$ cat config.mk
export PLATFORM = sky130hd
export DESIGN_NAME = memoria_patron_seq
export DESIGN_NICKNAME = d
export VERILOG_FILES = /design/src/rtl/memoria_patron_seq.sv
export SDC_FILE = /design/constraint.sdc
export NUM_CORES = 1
export LEC_CHECK = 0
export CAP_MARGIN = 20
export CORE_ASPECT_RATIO = 0.7
export CORE_MARGIN = 10
export CORE_UTILIZATION = 53
export CTS_CLUSTER_DIAMETER = 40
export DETAILED_ROUTE_END_ITERATION = 10
export PLACE_DENSITY = 0.74
export SLEW_MARGIN = 40
export SYNTH_ARGS = -nofsm -noshare
export SYNTH_HDL_FRONTEND = slang
export SYNTH_SLANG_ARGS = --single-unit
export TNS_END_PERCENT = 100
$ cat constraint.sdc
create_clock -name clk_i -period 8.97 [get_ports clk_i]
set_input_delay 1.794 -clock clk_i [delete_from_list [all_inputs] [get_ports clk_i]]
set_output_delay 1.794 -clock clk_i [all_outputs]
set_load 0.02 [all_outputs]
$ cat src/rtl/memoria_patron_seq.sv
// rtl/memoria_patron_seq.sv - pattern-table sequencer driving the actuator bus
// Plays table entries 0..last for max(dwell,1) ticks each, once or looping.
module memoria_patron_seq #(
  parameter int               WIDTH    = 11,
  parameter int               DEPTH    = 4,
  parameter int               DWELL_W  = 8,
  parameter logic [WIDTH-1:0] IDLE_PAT = {WIDTH{1'b1}},
  localparam int              AW       = (DEPTH > 1) ? $clog2(DEPTH) : 1
) (
  input  logic               clk_i,
  input  logic               reset_i,
  input  logic               tick_i,
  input  logic               start_i,
  input  logic               stop_i,
  input  logic               loop_i,
  input  logic [AW-1:0]      last_idx_i,
  input  logic               wr_en_i,
  input  logic [AW-1:0]      wr_addr_i,
  input  logic [WIDTH-1:0]   wr_pat_i,
  input  logic [DWELL_W-1:0] wr_dwell_i,
  output logic [WIDTH-1:0]   salida_o,
  output logic [AW-1:0]      idx_o,
  output logic               busy_o,
  output logic               done_o
);

  localparam logic [AW-1:0] LAST_MAX = AW'(DEPTH - 1);

  typedef enum logic {S_IDLE = 1'b0, S_RUN = 1'b1} state_t;

  state_t               state_q;
  logic [WIDTH-1:0]     salida_q;
  logic [AW-1:0]        idx_q;
  logic                 busy_q;
  logic                 done_q;
  logic [DWELL_W-1:0]   cnt_q;
  logic [AW-1:0]        last_q;
  logic [WIDTH-1:0]     pat_q   [DEPTH];
  logic [DWELL_W-1:0]   dwell_q [DEPTH];

  logic [AW-1:0]        idx_inc_d;
  logic [AW-1:0]        last_d;

  function automatic logic [DWELL_W-1:0] eff_dwell(input logic [DWELL_W-1:0] d);
    return (d == '0) ? DWELL_W'(1) : d;
  endfunction

  always_comb begin
    idx_inc_d = idx_q + AW'(1);
    last_d    = (last_idx_i > LAST_MAX) ? LAST_MAX : last_idx_i;
  end

  // Table writes use non-blocking updates, so a same-cycle load sees the old entry.
  always_ff @(posedge clk_i or posedge reset_i) begin
    if (reset_i) begin
      for (int i = 0; i < DEPTH; i++) begin
        pat_q[i]   <= IDLE_PAT;
        dwell_q[i] <= DWELL_W'(1);
      end
    end else if (wr_en_i && (wr_addr_i <= LAST_MAX)) begin
      pat_q[wr_addr_i]   <= wr_pat_i;
      dwell_q[wr_addr_i] <= wr_dwell_i;
    end
  end

  always_ff @(posedge clk_i or posedge reset_i) begin
    if (reset_i) begin
      state_q  <= S_IDLE;
      salida_q <= IDLE_PAT;
      idx_q    <= '0;
      busy_q   <= 1'b0;
      done_q   <= 1'b0;
      cnt_q    <= '0;
      last_q   <= '0;
    end else begin
      done_q <= 1'b0;
      case (state_q)
        S_IDLE: begin
          if (start_i && !stop_i) begin
            state_q  <= S_RUN;
            idx_q    <= '0;
            salida_q <= pat_q[0];
            cnt_q    <= eff_dwell(dwell_q[0]);
            busy_q   <= 1'b1;
            last_q   <= last_d;
          end
        end
        S_RUN: begin
          if (stop_i) begin
            state_q  <= S_IDLE;
            salida_q <= IDLE_PAT;
            idx_q    <= '0;
            busy_q   <= 1'b0;
          end else if (tick_i) begin
            if (cnt_q > DWELL_W'(1)) begin
              cnt_q <= cnt_q - DWELL_W'(1);
            end else if (idx_q != last_q) begin
              idx_q    <= idx_inc_d;
              salida_q <= pat_q[idx_inc_d];
              cnt_q    <= eff_dwell(dwell_q[idx_inc_d]);
            end else if (loop_i) begin
              idx_q    <= '0;
              salida_q <= pat_q[0];
              cnt_q    <= eff_dwell(dwell_q[0]);
            end else begin
              state_q  <= S_IDLE;
              salida_q <= IDLE_PAT;
              idx_q    <= '0;
              busy_q   <= 1'b0;
              done_q   <= 1'b1;
            end
          end
        end
        default: state_q <= S_IDLE;
      endcase
    end
  end

  assign salida_o = salida_q;
  assign idx_o    = idx_q;
  assign busy_o   = busy_q;
  assign done_o   = done_q;

endmodule

# ---- Yosys cells after proc, flatten, opt, wreduce, memory -nomap -nowiden
# Cells that the tools add are included.
dict set report classes {
  n_eq_ne 9
  muxes 55
  magnitude_cmp 6
  bitwise_logic 3
  n_addsub 2
  n_reduce_logical 10
}
# operator count
set op_table {}
lappend op_table {{2-to-1 mux 11 bit} 9}
lappend op_table {{2-to-1 mux 8 bit} 11}
lappend op_table {{bitwise mux 44 bit} 1}
lappend op_table {{bitwise mux 32 bit} 1}
lappend op_table {{binary-select mux 11 bit (select 2 bit)} 1}
lappend op_table {{demux 11 bit (select 2 bit)} 1}
lappend op_table {{case mux 11 bit (2 select lines)} 1}
lappend op_table {{2-to-1 mux 1 bit} 18}
lappend op_table {{binary-select mux 8 bit (select 2 bit)} 1}
lappend op_table {{demux 8 bit (select 2 bit)} 1}
lappend op_table {{logical NOT 8 bit} 2}
lappend op_table {{case mux 8 bit (2 select lines)} 1}
lappend op_table {{2-to-1 mux 2 bit} 6}
lappend op_table {{inequality test 3 bit, second input constant} 4}
lappend op_table {{> comparator 8 x 1 -> 1 bit, second input constant} 1}
lappend op_table {{subtractor 8 x 1 -> 8 bit, second input constant} 1}
lappend op_table {{greater-or-equal comparator 3 bit, second input constant} 2}
lappend op_table {{inequality test 2 bit, second input constant} 3}
lappend op_table {{NOT 2 -> 3 bit} 2}
lappend op_table {{AND reduction 5 bit} 1}
lappend op_table {{inequality test 4 x 2 -> 1 bit, second input constant} 1}
lappend op_table {{case mux 1 bit (2 select lines)} 2}
lappend op_table {{case mux 2 bit (2 select lines)} 1}
lappend op_table {{AND reduction 4 bit} 1}
lappend op_table {{other kinds (10)} 12}
dict set report totals {
  out_inout_bits 15
  input_bits 30
  word_cells 100
  reg_bits 102
}

# ---- Logic depth before layout (Yosys ltp)
# Gate-level depths: netlist (run 1).
dict set report logic_depth {
  depth_word 12
  ltp_mapped 9
  depth_no_buf 7
}

# ---- Least setup slack after synthesis (run 1)
# OpenSTA, ideal clock, no wires.
dict set report synth_timing {
  path_type {input port to flip-flop}
  startpoint {in wr_addr_i[1]}
  endpoint {reg dwell_q[25] (netlist name)}
  cell_stages 4
  arrival_ps 3042
  n_path_buf 2
  required_time_ps 8845
  setup_slack_ps 5803
  cell_sequence {nor3b_1 buf_1 clkbuf_1 mux2_2}
}
dict set report synth_between {
  elab_chain_cells 6
  elab_cells_between_ends 9
  classes_between {3 x order compare; 3 x mux; 1 x bitwise; 2 x reduce/logical}
}
# element line
set synth_lines {}
lappend synth_lines {{start: declaration} 18} ;# input logic [AW-1:0] wr_addr_i,
lappend synth_lines {{NOT 2 -> 3 bit (not written as such)} 62} ;# dwell_q[wr_addr_i] <= wr_dwell_i;
lappend synth_lines {{greater-or-equal comparator 3 bit (not written as such) or < comparator 3 x 1 -> 1 bit (tied branches)} 62}
lappend synth_lines {{logical AND 1 bit (not written as such)} 62}
lappend synth_lines {{2-to-1 mux 8 bit (not written as such)} 62}
lappend synth_lines {{demux 8 bit (select 2 bit)} 62}
lappend synth_lines {{bitwise mux 32 bit} 62}
lappend synth_lines {{end signal: indexed assignment} 62}
lappend synth_lines {{end: declaration} 39} ;# logic [DWELL_W-1:0] dwell_q [DEPTH];
# Several ways; a longest one is shown, not always the timed one.
# A chain may end at the register's enable or synchronous reset.

# ---- Final worst setup path (run 1)
dict set report layout_timing {
  startpoint {in tick_i}
  endpoint {reg idx_q[1], in the netlist idx_o[1]}
}
dict set report layout_between {
  elab_chain_cells 2
}
# element line
set layout_lines {}
lappend layout_lines {{start: declaration} 12} ;# input logic tick_i,
lappend layout_lines {{inequality test 3 bit (no line)} -}
lappend layout_lines {{AND reduction 3 bit (no line)} -}
lappend layout_lines {{end signal: assignment} 98} ;# idx_q <= idx_inc_d;
lappend layout_lines {{end: declaration} 33} ;# logic [AW-1:0] idx_q;
# Every way passes these cells.

==> results of run 1 <==
## logic make-up (layout without fill, tap and decap cells)
family | count (synthesis) | count (layout) | synth area share
xor gates and xnor gates | 5 | 5 | 0.008745
AOI/OAI and AO/OA | 86 | 86 | 0.1187
and+or+nand+nor | 80 | 80 | 0.07794
DFF | 102 | 102 | 0.5244
buffers and inverters | 30 | 73 | 0.02823
adders and majority gates | 2 | 2 | 0.004995
muxes | 98 | 98 | 0.2371
## stage by stage
stage          instance area (sq um)  hold slack (ns)  std cells
6_report                        5853           0.5022        570
5_1_grt                         5853           0.5226        570
4_1_cts                         5844           0.5052        570
3_5_place_dp                    5564           0.4894        554
3_3_place_gp                    5549           0.4792        554
2_1_floorplan                   5009           0.4704        403
## synth_stat cells (all sizes together) (5+ instances only)
library cell  count
dfstp            59
mux4              8
nor2b             5
nand2            21
mux2             79
o21ai            17
dfrtp            43
inv               5
clkbuf           12
mux2i            11
o2bb2ai          11
buf              13
a21oi            10
a31oi            12
a21o             14
nor3              6
nand3             7
nor2             23
## layout by cell type (no fill, tap or decap), types with 3 or more instances in the layout
master	n
clkdlybuf4s50_1	44
inv_6	3
dfstp_2	59
a211oi_1	3
o211ai_1	3
o2bb2ai_1	11
inv_1	4
nor2_1	23
mux2_2	79
mux2i_1	11
a31oi_1	12
a21o_1	14
nor4_1	3
nand2_1	21
clkbuf_16	9
mux4_2	6
xor2_1	3
nand3_1	6
nor2b_1	4
a21oi_1	9
o21ai_0	16
nor3_1	6
or4_1	3
buf_4	7
dfrtp_1	43
## metal layers
layer  vias to the layer above  routed length, um  GRT usage
met4                         0                159    0.05714
li1                       1568                  -          -
met3                        12                755    0.04253
met2                       100               4960     0.2496
met5                         -                  0          0
met1                      1669               5245     0.2335
## area by class of cell
cell class / count / area, sq um
inverters: 5 / 21.27
fillers: 720 / 3291
well taps: 124 / 155.1
repair buffers: 52 / 504.2
clock buffers: 9 / 225.2
flip-flops and latches: 102 / 2626
clock inverters: 7 / 55.05
multi-input cells: 271 / 2266
## sequential cells by signal (all words and copies together), names as in the netlist, 2 cells and up
name / flops
salida_o: 11
cnt_q: 8
last_q: 2
pat_q: 44
idx_o: 2
dwell_q: 32
## how the worst max path moves through the flow
| stage | to | depth (start not counted) | slack [ns] | from |
|---|---|---|---|---|
| after floorplan | busy_o$_DFFE_PP0P_ | 1 | 4.60 | reset_i |
| after detailed placement | idx_o[1]$_DFFE_PP0P_ | 6 | 4.77 | stop_i |
| final | idx_o[1]$_DFFE_PP0P_ | 6 | 5.39 | tick_i |
| after CTS | idx_o[1]$_DFFE_PP0P_ | 6 | 5.12 | stop_i |
| after global placement | idx_o[1]$_DFFE_PP0P_ | 6 | 4.61 | start_i |
| after global routing | idx_o[0]$_DFFE_PP0P_ | 6 | 5.25 | stop_i |
## worst max-delay path, delay by kind of cell
family | cells | cell delay, ns
compound gates | 3 | 0.89
simple gates | 1 | 0.60
buf+inv | 2 | 0.53
## power by group through the flow
stage | Combinational, mW | Clock, mW | Sequential, mW
floorplan | 0.225 | 0 | 0.663
global placement | 0.327 | 0 | 0.659
detailed placement | 0.339 | 0 | 0.663
CTS | 0.341 | 0.379 | 0.655
global route | 0.374 | 0.399 | 0.669
finish | 0.339 | 0.369 | 0.656
==> reports/results.ini, run 1 <==
[status]
outcome=finished, final reports clean

[place]
place_congestion=0.9126
portBuffers=44
place_ws_ns=4.769
hpwl_um=7353

[synth]
yosys_warnings=0
avgSynthCellArea_sq_um=12.43
async_reset_ff_frac=1.000
synth_area_leaders=dfstp_2, dfrtp_1, mux2_2
synth_top_cell_by_area=dfstp_2
synth_ff_type=dfstp_2
synth_top_area_frac=0.3095
synth_edf_count=0
ys_types=51
synth_area_sq_um=5009
syn-num-nets=435
yosysSeqAreaShare=0.5244
ys_seq_elements=102
syn-instance-count=403

[critical_path]
r2r_end=salida_o[3]$_DFFE_PP1P_
critPathMaxFanout=26
rr_startpoint=idx_o[1]$_DFFE_PP0P_
reg2reg_slack_ns=6.36
critPathCaptureType=register
max_stage_delay_ns=0.60
arrival_ns=3.81
reg2reg_depth=6
crit_type=input pin to register
crit_chain=clkdlybuf4s50_1 -> inv_1 -> or4_1 -> a21oi_4 -> o21ai_0 -> o2bb2ai_1
cp_slowest_cell=or4_1
critPathLaunchType=input pin
critPathRequiredTime_ns=9.21

[sta]
worst_pin_slew_ns=0.6416
fin_ws_ns=5.393
timing.final.crit_share=0.3987
setup_violations=0
max_freq_ghz=0.2796
fin_skew_ns=0.009593
relSlewSlack=0.5722
rsz0062_at_grt=no
totalNegativeSetupSlack_ns=0
hold_viol=0
final.min_clock_period_ns=3.577
slew_violations=0

[floorplanning]
die_h_um=101.3
die_x_um=136.2
start_util=0.5478
num_rows=29
coreArea_sq_um=9144
dieArea_sq_um=13800
io_pins=45

[pwr]
p_leak_nw=2.238
comb_power_share=0.249
pwr-share-seq=0.481
p_int_uw=952.9
power.density_nw_per_um2=233.3
max-vdd-ir-drop_mv=0.1094
total_power_mw=1.365
switchingPower_uw=412.4
pwr-share-clk=0.271
swShare=0.3020

[clock_tree]
cts_hold_buf=0
clk_pin_slew_ns=0.07
cts_tree=yes
clock-sinks=102
ctsLongestPathBuffers=2
cts_root_buffer=clkbuf_16
htree_num_levels=3
clock_latency_ns=0.35
cts-buffers-inserted=9
post_cts_buffers=0
cts_resized=0

[detailed_routing]
vias=3349
via_per_inst=5.875
drcViolationCount=0
drt_pre_antenna_iters=4
drt_iter0_markers=246
wl_per_cell_um=19.51
ant_nets=0
wirelength_um=11120

[hold_path]
holdCritStartpoint=dwell_q[14]$_DFFE_PP0P_
min_to=dwell_q[14]$_DFFE_PP0P_
hold_class=register to register
whs_path_depth=1

[cells_and_area]
final_nets=473
area_delta_synth_final_pct=16.86
final_util=0.6401
diodes=0
drive_above_1_share=0.3991

[grt]
grt_pass1_wl_um=18150
grt_pass1_vias=3535
antenna_found_initial=0
grt_max_degree=71
gr-usage-all-layers=0.1676
grt_overflow_total=0

[flow_run]
drv_cap=0

Note: power is estimated with default switching activity, not from simulation.
==> run 2, diff against run 1 <==
Clock period 8.97 ns to 3.7 ns, I/O delays scaled along.
==> run 2 against run 1 <==
  * Sequential cell count stayed put
  * Worst setup slack got worse by 4.4 ns
  * Count of clock-buffer cells in the layout grew 5
  * Critical endpoint is now idx_o[1]
  * Largest power group unchanged
==> reports/results.ini, run 2 (same netlist as run 1, synthesis figures left out) <==
[clock_tree]
cts_hold_buf=0
clk_pin_slew_ns=0.07
cts_tree=yes
post_cts_buffers=0
cts_resized=0
ctsLongestPathBuffers=2
cts_root_buffer=clkbuf_16
htree_num_levels=3
clock_latency_ns=0.34
cts-buffers-inserted=9
clock-sinks=102

[detailed_routing]
wirelength_um=11300
wl_per_cell_um=19.69
drt_iter0_markers=282
drt_pre_antenna_iters=4
met2_wirelength_um=5217
ant_nets=0
wl_met1_um=5179
drcViolationCount=0
wl_met3_um=731
dr.max_layer_used=met4
vias=3461
via_per_inst=6.030

[floorplanning]
num_rows=29
coreArea_sq_um=9144
io_pins=45
die_x_um=136.2
die_h_um=101.3
start_util=0.5478
dieArea_sq_um=13800

[critical_path]
crit_type=register to primary output
critical_path_buf_inv_count=2
critPathCaptureType=primary output
reg2reg_slack_ns=1.16
max_stage_delay_ns=0.68
arrival_ns=1.95
crit_chain=buf_4 -> clkdlybuf4s50_1
critPathLaunchType=register
critPathRequiredTime_ns=2.96
path_delay_family=buffers and inverters
critPathMaxFanout=22
cp_slowest_cell=clkdlybuf4s50_1

[sta]
max_freq_ghz=0.3713
fin_skew_ns=0.01113
hold_viol=0
rsz0062_at_grt=no
worst_pin_slew_ns=0.5970
totalNegativeSetupSlack_ns=0
timing.final.crit_share=0.7279
setup_violations=0
relSlewSlack=0.6002
slew_violations=0
final.min_clock_period_ns=2.693

[place]
placed_cells=558
place_congestion=0.9251
hpwl_um=7567
portBuffers=44

[grt]
grt_pass1_wl_um=18590
grt_overflow_total=0
grt_max_degree=44
gr-usage-all-layers=0.1694
antenna_found_initial=0
grt_pass1_vias=3510

[cells_and_area]
final_cell_mix=mux2_2, dfstp_2, clkdlybuf4s50_1
top_register=pat_q
final_cells=574
diodes=0
final_nets=477
largest_reg_flops=44
final_common_cell=mux2_2
drive_above_1_share=0.3978
area_delta_synth_final_pct=18.14

[pwr]
max-vdd-ir-drop_mv=0.2790
power.density_nw_per_um2=578.0
p_leak_nw=2.283

[status]
outcome=finished, final reports clean

[flow_run]
drv_cap=0

[hold_path]
hold_class=register to register

==> run 2: final timing paths <==
path | depth (start not counted) | endpoint | start
min in group asynchronous | 2 | dwell_q[23]$_DFFE_PP0P_ | reset_i
worst max-delay path | 2 | idx_o[1] | idx_o[1]$_DFFE_PP0P_
worst min-delay path | 2 | salida_o[1]$_DFFE_PP1P_ | salida_o[1]$_DFFE_PP1P_
worst max register to register | 5 | cnt_q[4]$_DFFE_PP0P_ | idx_o[0]$_DFFE_PP0P_
worst min register to register | 2 | salida_o[1]$_DFFE_PP1P_ | salida_o[1]$_DFFE_PP1P_
max in group asynchronous | 3 | dwell_q[16]$_DFFE_PP1P_ | reset_i
==> run 2: worst min-delay path: cells and delay by family, from the launching register on <==
kind / cells / cell delay [ns]
AO/OA/AOI/OAI: 1 / 0.04
flip-flops: 1 / 0.37
AND/OR/NAND/NOR: 1 / 0.09
==> run 2: routing by layer <==
layer	global-route usage	up-vias
met5	0	-
met4	0.05306	0
met3	0.05094	14
met2	0.2578	108
met1	0.2284	1764
li1	-	1575
==> run 2: stage by stage <==
stage / instance area (sq um) / power, mW / setup slack, ns / util / hold slack [ns]
after floorplan: 5009 / 2.152 / 0.3822 / - / 0.4704
after global placement: 5592 / 2.400 / 1.096 / 0.6115 / 0.4744
after detailed placement: 5594 / 2.437 / 0.9899 / 0.6118 / 0.4903
after CTS: 5917 / 3.443 / 0.9945 / 0.6471 / 0.5019
after global routing: 5917 / 3.596 / 0.8913 / 0.6471 / 0.5120
final: 5917 / 3.420 / 1.007 / 0.6471 / 0.5030
==> run 2: cell type report <==
cell class	instances	area (sq um)
Inverter	5	21.27
Sequential cell	102	2626
Timing Repair Buffer	56	543.0
Fill cell	711	3227
Multi-Input combinational cell	271	2248
Clock buffer	14	284.0
Tap cell	124	155.1
Clock inverter	2	38.79
==> run 2: power breakdown <==
| part | switching [mW] | total [mW] | internal [mW] |
|---|---|---|---|
| logic | 0.405 | 0.819 | 0.414 |
| clock network | 0.395 | 0.995 | 0.600 |
| registers | 0.169 | 1.61 | 1.44 |
==> run 3, diff against run 2 <==
Clock period 3.7 ns to 2.5 ns, I/O delays scaled along.
==> run 3 against run 2 <==
  * Final cell count grew 3.0%
  * Highest routed layer unchanged
  * Cell area grew 1.7%
  * Critical path depth grew 4
  * Die area is the same
  * Clock power grew 38%
  * Total power grew 47%
  * Global-route usage grew 0.94 points
  * Via count grew 0.52%
  * Critical endpoint is now cnt_q[0]$_DFFE_PP0P_
  * Register-to-register slack lost 1.0 ns
  * Clock skew shrank 0.0038 ns
  * Sequential cell count is the same
  * Sequential share of layout area shrank 0.73 points
==> reports/results.ini, run 3 (same netlist as run 1, synthesis figures left out) <==
[critical_path]
crit_type=register to register
critPathMaxFanout=4
critPathRequiredTime_ns=2.78
critPathCaptureType=register
critPathLaunchType=register
arrival_ns=2.62

[detailed_routing]
wl_per_cell_um=19.77
via_per_inst=5.887
drt_pre_antenna_iters=4
vias=3479
ant_nets=0
drt_iter0_markers=200
wirelength_um=11680
drcViolationCount=0

[clock_tree]
clock-sinks=102
htree_num_levels=3
clk_pin_slew_ns=0.07
cts_tree=yes
cts_root_buffer=clkbuf_16
cts_hold_buf=0
clock_latency_ns=0.34
ctsLongestPathBuffers=2
post_cts_buffers=0
cts_resized=0
cts-buffers-inserted=9

[grt]
grt_max_degree=40
grt_pass1_wl_um=19450
grt_overflow_total=0
gr-usage-all-layers=0.1788
grt_pass1_vias=3737
antenna_found_initial=0

[sta]
rsz0062_at_grt=no
final.min_clock_period_ns=2.339
worst_pin_slew_ns=0.5798
fin_skew_ns=0.007342
timing.final.crit_share=0.9356
max_freq_ghz=0.4276
slew_violations=0
setup_violations=0
relSlewSlack=0.6135
fin_ws_ns=0.1611
fin_hold_ws_ns=0.4839
hold_viol=0

[cells_and_area]
final_cell_mix=mux2_2, dfstp_2, clkdlybuf4s50_1
final_nets=494
drive_above_1_share=0.4176
design_area_sq_um=6016
diodes=0
final_common_cell=mux2_2
area_delta_synth_final_pct=20.11
top_register=pat_q
largest_reg_flops=44
final_cells=591

[pwr]
max-vdd-ir-drop_mv=0.5595
p_leak_nw=2.349
total_power_mw=5.021
power.density_nw_per_um2=834.7

[floorplanning]
dieArea_sq_um=13800
die_h_um=101.3
num_rows=29
io_pins=45
coreArea_sq_um=9144
die_x_um=136.2
start_util=0.5478

[hold_path]
hold_class=register to register

[flow_run]
drv_cap=0

[place]
place_congestion=0.8841
placed_area_sq_um=5720
portBuffers=44
placed_cells=575
hpwl_um=8047
place_ws_ns=-0.003592

[status]
outcome=finished, final reports clean

[run 3: cell count changes in the layout (fill, tap and decap cells not counted)]
| cell | change |
|---|---|
| clkbuf_16 | +1 |
| nor2b_2 | -1 |
| clkinvlp_4 | +2 |
| bufinv_16 | -1 |
| clkinv_2 | +1 |
| clkbuf_8 | -3 |
| nor2b_1 | +1 |
| buf_4 | +17 |
[run 3: final timing paths]
kind	start	endpoint	slack, ns	cells past startpoint
worst min-delay path	busy_o$_DFFE_PP0P_	busy_o$_DFFE_PP0P_	0.48	1
worst max-delay path	idx_o[0]$_DFFE_PP0P_	cnt_q[0]$_DFFE_PP0P_	0.16	6
worst min register to register	busy_o$_DFFE_PP0P_	busy_o$_DFFE_PP0P_	0.48	1
min in group asynchronous	reset_i	pat_q[6]$_DFFE_PP1P_	0.66	2
worst max register to register	idx_o[0]$_DFFE_PP0P_	cnt_q[0]$_DFFE_PP0P_	0.16	6
max in group asynchronous	reset_i	salida_o[0]$_DFFE_PP1P_	1.35	3
[run 3: power breakdown]
part           switching, mW  total, mW  internal [mW]
clock network          0.606       1.37          0.764
registers              0.230       2.36           2.13
logic                  0.636       1.29          0.657
total                   1.47       5.02           3.55
[run 3: area by class of cell]
class                      count  area, sq um
multi-input combinational    271         2246
clock buffer                  12        267.8
sequential                   102         2626
timing repair buffer          73        670.6
fill                         695         3128
inverter                       5        22.52
clock inverter                 4        27.53
tap                          124        155.1
[run 3: per-layer routing]
metal / GRT usage / vias up / part of all wire
li1: - / 1615 / -
met1: 0.2446 / 1755 / 0.47
met2: 0.2761 / 99 / 0.45
met3: 0.04500 / 10 / 0.061
met4: 0.05306 / 0 / 0.010
met5: 0 / - / 0
[run 3: critical path: stages (launching register included)]
cell	delay [ns]
dfrtp_1	0.40
buf_4	0.19
mux4_2	0.57
or4_1	0.53
nor4_1	0.29
or4_1	0.17
a31o_1	0.14
[run 3: per-stage QoR]
stage,util,setup TNS (ns)
finish,0.6579,0
global route,0.6579,0
global placement,0.6256,0
floorplan,-,0
CTS,0.6579,0
detailed placement,0.6256,-0.003592
